`src/rtl/spi_master_arbiter.sv`:
```
// Round-robin arbiter sharing one SPI master among NUM_REQ requesters, one transaction at a time.
// Optional WAIT-state watchdog is compiled in when SPI_ARB_TIMEOUT_EN is defined.
module spi_master_arbiter #(
  parameter int NUM_REQ        = 4,
  parameter int DATA_WIDTH     = 8,
  parameter int TIMEOUT_CYCLES = 1023
) (
  input  logic                          clk,
  input  logic                          rst,
  input  logic [NUM_REQ-1:0]            req_valid,
  input  logic [NUM_REQ*DATA_WIDTH-1:0] req_data,
  output logic [NUM_REQ-1:0]            req_ready,
  output logic [NUM_REQ-1:0]            resp_valid,
  output logic [DATA_WIDTH-1:0]         resp_data,
  output logic                          resp_err,
  output logic [DATA_WIDTH-1:0]         m_tx_data,
  output logic                          m_tx_valid,
  input  logic                          m_tx_ready,
  input  logic [DATA_WIDTH-1:0]         m_rx_data,
  input  logic                          m_rx_valid,
  output logic [NUM_REQ-1:0]            cs_sel,
  output logic                          busy
);
  localparam int IW = (NUM_REQ > 1) ? $clog2(NUM_REQ) : 1;
  localparam logic [NUM_REQ-1:0] ONE = {{(NUM_REQ-1){1'b0}}, 1'b1};

  typedef enum logic [1:0] {IDLE = 2'd0, ISSUE = 2'd1, WAIT = 2'd2, RESP = 2'd3} state_t;

  if (NUM_REQ < 2 || NUM_REQ > 8 || TIMEOUT_CYCLES < 1) begin : g_param_check
    $error("spi_master_arbiter: parameter out of range");
  end

  state_t                 state_reg;
  logic [IW-1:0]          last_grant_reg;
  logic [IW-1:0]          grant_reg;
  logic [IW-1:0]          grant_next;
  logic                   grant_found;
  logic [IW-1:0]          cand;
  logic [DATA_WIDTH-1:0]  words [NUM_REQ];
  logic [NUM_REQ-1:0]     resp_valid_reg;
  logic [NUM_REQ-1:0]     cs_sel_reg;
  logic [DATA_WIDTH-1:0]  resp_data_reg;
  logic [DATA_WIDTH-1:0]  m_tx_data_reg;
  logic                   m_tx_valid_reg;

  for (genvar gi = 0; gi < NUM_REQ; gi++) begin : g_words
    assign words[gi] = req_data[gi*DATA_WIDTH +: DATA_WIDTH];
  end

  // Search starts just after the previous winner so every requester gets a turn.
  always_comb begin
    grant_next  = last_grant_reg;
    grant_found = 1'b0;
    cand        = '0;
    for (int k = 1; k <= NUM_REQ; k++) begin
      cand = IW'((int'(last_grant_reg) + k) % NUM_REQ);
      if (!grant_found && req_valid[cand]) begin
        grant_found = 1'b1;
        grant_next  = cand;
      end
    end
  end

  assign req_ready  = (state_reg == IDLE && grant_found) ? (ONE << grant_next) : '0;
  assign busy       = (state_reg != IDLE);
  assign resp_valid = resp_valid_reg;
  assign cs_sel     = cs_sel_reg;
  assign resp_data  = resp_data_reg;
  assign m_tx_data  = m_tx_data_reg;
  assign m_tx_valid = m_tx_valid_reg;

`ifdef SPI_ARB_TIMEOUT_EN
  localparam int CW = $clog2(TIMEOUT_CYCLES + 1);
  localparam logic [CW-1:0] TO_LAST = CW'(TIMEOUT_CYCLES - 1);
  logic [CW-1:0] to_cnt_reg;
  logic          resp_err_reg;
  assign resp_err = resp_err_reg;
`else
  assign resp_err = 1'b0;
`endif

  always_ff @(posedge clk or posedge rst) begin
    if (rst) begin
      state_reg      <= IDLE;
      last_grant_reg <= IW'(NUM_REQ - 1);
      grant_reg      <= '0;
      resp_valid_reg <= '0;
      cs_sel_reg     <= '0;
      resp_data_reg  <= '0;
      m_tx_data_reg  <= '0;
      m_tx_valid_reg <= 1'b0;
`ifdef SPI_ARB_TIMEOUT_EN
      to_cnt_reg     <= '0;
      resp_err_reg   <= 1'b0;
`endif
    end else begin
      resp_valid_reg <= '0;
      case (state_reg)
        IDLE: begin
          if (grant_found) begin
            grant_reg      <= grant_next;
            m_tx_data_reg  <= words[grant_next];
            m_tx_valid_reg <= 1'b1;
            cs_sel_reg     <= ONE << grant_next;
            state_reg      <= ISSUE;
          end
        end
        ISSUE: begin
          if (m_tx_valid_reg && m_tx_ready) begin
            m_tx_valid_reg <= 1'b0;
            state_reg      <= WAIT;
`ifdef SPI_ARB_TIMEOUT_EN
            to_cnt_reg     <= '0;
`endif
          end
        end
        WAIT: begin
          // A receive strobe in the final watchdog cycle still counts as a normal completion.
          if (m_rx_valid) begin
            resp_data_reg  <= m_rx_data;
            resp_valid_reg <= ONE << grant_reg;
            state_reg      <= RESP;
`ifdef SPI_ARB_TIMEOUT_EN
            resp_err_reg   <= 1'b0;
          end else if (to_cnt_reg == TO_LAST) begin
            resp_data_reg  <= '0;
            resp_err_reg   <= 1'b1;
            resp_valid_reg <= ONE << grant_reg;
            state_reg      <= RESP;
          end else begin
            to_cnt_reg     <= to_cnt_reg + CW'(1);
`endif
          end
        end
        RESP: begin
          last_grant_reg <= grant_reg;
          cs_sel_reg     <= '0;
          state_reg      <= IDLE;
        end
        default: begin
          m_tx_valid_reg <= 1'b0;
          cs_sel_reg     <= '0;
          state_reg      <= IDLE;
        end
      endcase
    end
  end
endmodule

```
`config.mk`:
```
export PLATFORM = sky130hd
export DESIGN_NAME = spi_master_arbiter
export DESIGN_NICKNAME = d
export VERILOG_FILES = /design/src/rtl/spi_master_arbiter.sv
export SDC_FILE = /design/constraint.sdc
export NUM_CORES = 1
export LEC_CHECK = 0
export CAP_MARGIN = 20
export CORE_ASPECT_RATIO = 2
export CORE_MARGIN = 1.5
export CORE_UTILIZATION = 37
export CTS_CLUSTER_SIZE = 24
export DETAILED_ROUTE_END_ITERATION = 16
export GPL_TIMING_DRIVEN = 0
export PLACE_DENSITY = 0.85
export SYNTH_ARGS = -nofsm -noshare
export SYNTH_HDL_FRONTEND = slang
export SYNTH_SLANG_ARGS = --single-unit
```
`constraint.sdc`:
```
create_clock -name clk -period 2.9 [get_ports clk]
set_input_delay 0.435 -clock clk [delete_from_list [all_inputs] [get_ports clk]]
set_output_delay 0.435 -clock clk [all_outputs]
set_load 0.02 [all_outputs]
```
==> results of run 1 <==
==> cell usage in the layout (no fill, tap or decap), types with 2 or more instances in the layout <==
cell type / n
clkbuf_1: 3
buf_6: 2
nor3b_1: 2
mux2i_1: 17
o221ai_1: 8
clkdlybuf4s50_1: 73
dfrtp_1: 29
mux2_2: 10
a2bb2oi_1: 2
buf_2: 2
clkbuf_8: 5
nor2_1: 7
nand2_1: 20
buf_4: 2
ha_1: 5
a22oi_1: 2
o21ai_0: 5
inv_1: 7
dlygate4sd2_1: 3
nand2b_1: 3
dfstp_2: 2
==> final cells by class <==
| cell class | count | area [µm²] | share of cell area (%) |
|---|---|---|---|
| multi-input combinational | 98 | 766 | 29.5 |
| inverter | 7 | 26.3 | 1.01 |
| clock inverter | 1 | 5.00 | 0.193 |
| sequential | 31 | 778 | 30.0 |
| timing repair buffer | 78 | 797 | 30.7 |
| buffer | 9 | 78.8 | 3.04 |
| tap | 52 | 65.1 | 2.51 |
| clock buffer | 7 | 76.3 | 2.94 |
==> worst paths after layout <==
path	slack [ps]	endpoint	cells past startpoint	from
worst min register to register	490	m_tx_data[5]$_DFFE_PP0P_	2	m_tx_data[5]$_DFFE_PP0P_
min in group clk	490	m_tx_data[5]$_DFFE_PP0P_	2	m_tx_data[5]$_DFFE_PP0P_
worst min-delay path	480	m_tx_data[1]$_DFFE_PP0P_	2	rst
worst max register to register	1030	m_tx_data[6]$_DFFE_PP0P_	7	last_grant_reg[1]$_DFFE_PP1P_
worst max-delay path	160	req_ready[2]	9	req_valid[2]
max in group asynchronous	1880	last_grant_reg[1]$_DFFE_PP1P_	3	rst
==> power groups by stage <==
stage	clock, mW	combinational [mW]	sequential [mW]
after detailed placement	0	1.46	0.774
final	0.312	1.46	0.764
after floorplan	0	0.721	0.931
after CTS	0.328	1.46	0.765
after global routing	0.345	1.58	0.792
after global placement	0	1.43	0.761
==> cell families after synthesis <==
kind of cell | share of synthesized area [%]
simple gates | 11.1
flops | 48.1
mux | 18.4
compound gates | 12.0
buf+inv | 6.34
fa+ha+maj | 3.87
other cells | 0.232
==> per-layer routing <==
metal	routed length, µm	share of wire (%)	up-vias
met5	0	0	-
met4	133	3.1	0
met3	152	3.6	11
met2	2400	57	54
met1	1540	36	675
li1	-	-	682
==> through the flow <==
step / total power [mW] / setup TNS [ps]
4_1_cts: 2.56 / 0
2_1_floorplan: 1.65 / 0
3_5_place_dp: 2.23 / -177
5_1_grt: 2.72 / 0
6_report: 2.54 / 0
3_3_place_gp: 2.19 / -69.4
==> worst max-delay path: stages <==
cell,delay (ps)
clkdlybuf4s50_1,570
inv_1,70
a22oi_1,180
o221a_2,220
buf_6,150
buf_6,160
inv_1,60
nor2_1,100
dlygate4sd2_1,350
==> what timing repair did <==
item / 4_1_cts / 5_1_grt
resized for setup: 5 / 5
pin swaps: 0 / 0
endpoints found under the setup margin: 4 / 1
==> flow_summary.toml, run 1 <==
[outcome]
outcome = "finished clean"

[final_layout]
post_route_cells_drive_above_1_share_pct = 15.6
fin_util_pct = 62.8
final_design_area_no_fill_um2 = 2590
area_delta_synth_final_pct = 60.2
fill_cells = 360
nNetsFinal = 283
number_of_standard_cells_in_the_layout_taps_in_and_fillers_out = 283
antenna-diode-count = 0

[clocking]
clk-insertion-delay-late_ps = 270
ctsHtreeMaxLevel = 2
tritoncts_clock_tree = "built"
postCtsSetupBuffers = 0
cts_max_path_buffers = 2
numCtsBuffers = 5
cts.sink_count = 31
root_buffer = "clkbuf_8"
cts-hold-fix-buffers = 0
clock_slew_seen_by_the_registers_of_the_worst_setup_and_hold_paths_ps = 60

[logic_synthesis]
synth_enable_flop_cells = 0
synth.avg_cell_area_um2 = 11.2
syn_inst = 145
yosysSeqAreaShare_pct = 48.1
yosysUniqueCellTypes = 34
mappedNetlistArea_um2 = 1620
synth_top_cells_by_area = "dfrtp_1 (45%), mux2i_1 (11%), mux2_2 (7.0%)"
cell_type_with_the_highest_aggregate_area_in_the_netlist = "dfrtp_1"
synthDominantCellAreaShare_pct = 44.9
synth.top_cells.by_count = "dfrtp_1 (29), nand2_1 (20), mux2i_1 (17)"
ys_warn_count = 0
share_of_async_settable_or_async_resettable_flops_after_synthesis_pct = 100
ys.flop_type = "dfrtp_1"
synth_most_common_cell = "dfrtp_1"
yosys_register_bits = 31
postSynthNetCount = 198

[detailed_routing]
route.detailed.drc = 0
dr_total_vias = 1422
remaining_antenna_violation_count = 0
drt_pre_antenna_iters = 4
drt-initial-drc-count = 7
wl_per_cell_um = 15.0
wirelength_um = 4230
viasPerCell = 5.02

[grt]
global_route_hottest_layer = "met2"
gr-usage-met1_pct = 18.0
groute.layer.met2.usage_pct = 35.8
grt_start_max_net_pins = 23
antenna_found_initial = 0
grt_util_met3_pct = 2.92
wire_length_of_the_first_global_routing_pass_um = 6730
grtUsageTotal_pct = 18.4
vias_in_the_first_global_route = 1475
gr-total-overflow = 0

[critical_path]
cp_max_fo = 10
setup.worst_path.class = "in -> out"
endpoint_kind = "primary output"
critical_path.startpoint_type = "input port"
required_ps = 2470
arrival_ps = 2300

[placement]
placed_cells_incl_taps = 275
portBuffers = 77
routabilityCongestion = 0.814
place.detailed.hpwl_um = 3360
detailedPlace.worstSlack_ps = -70.2
total_placed_instance_area_um2 = 2480

[die]
core_region_area_um2 = 4130
die-height_um = 96.5
ios = 79
std_cell_rows = 33
die_width_um = 49.8
floorplan.initialDensity_pct = 39.2
design.die.area_um2 = 4800

[job]
timing.max_cap.violations = 0

[sta]
period_share_pct = 94.3
setup_slack_ps = 164
grt_setup_unrepaired = "no"
timing.fmax_ghz = 0.366
hold_viol_final = 0
final_setup_fails = 0
skew_ps = 5.08
period_minus_slack_ps = 2740
maxSlewViolCount = 0
hold_ws_ps = 475

[power]
ir_worst_vdd_v = 0.000589
power_per_cell_area_nw_per_um2 = 978
comb_power_share_pct = 57.6
power_switching_share_pct = 38.7
switching_component_of_the_power_uw = 982
cellLeakagePower_nw = 1.17
power_report.internal_total_mw = 1.55
pwr-share-seq_pct = 30.1
clock_power_share_pct = 12.3

[min_path]
hold_path_class = "in -> async"
No activity file was read; power rests on OpenSTA's default activity.
==> run 2, diff against run 1 <==
- ABC_CLOCK_PERIOD_IN_PS: not set -> 2900
- HOLD_SLACK_MARGIN: not set -> 0.02
==> results of run 2 <==
Final layout, timing and power as in run 1 (identical DEF).
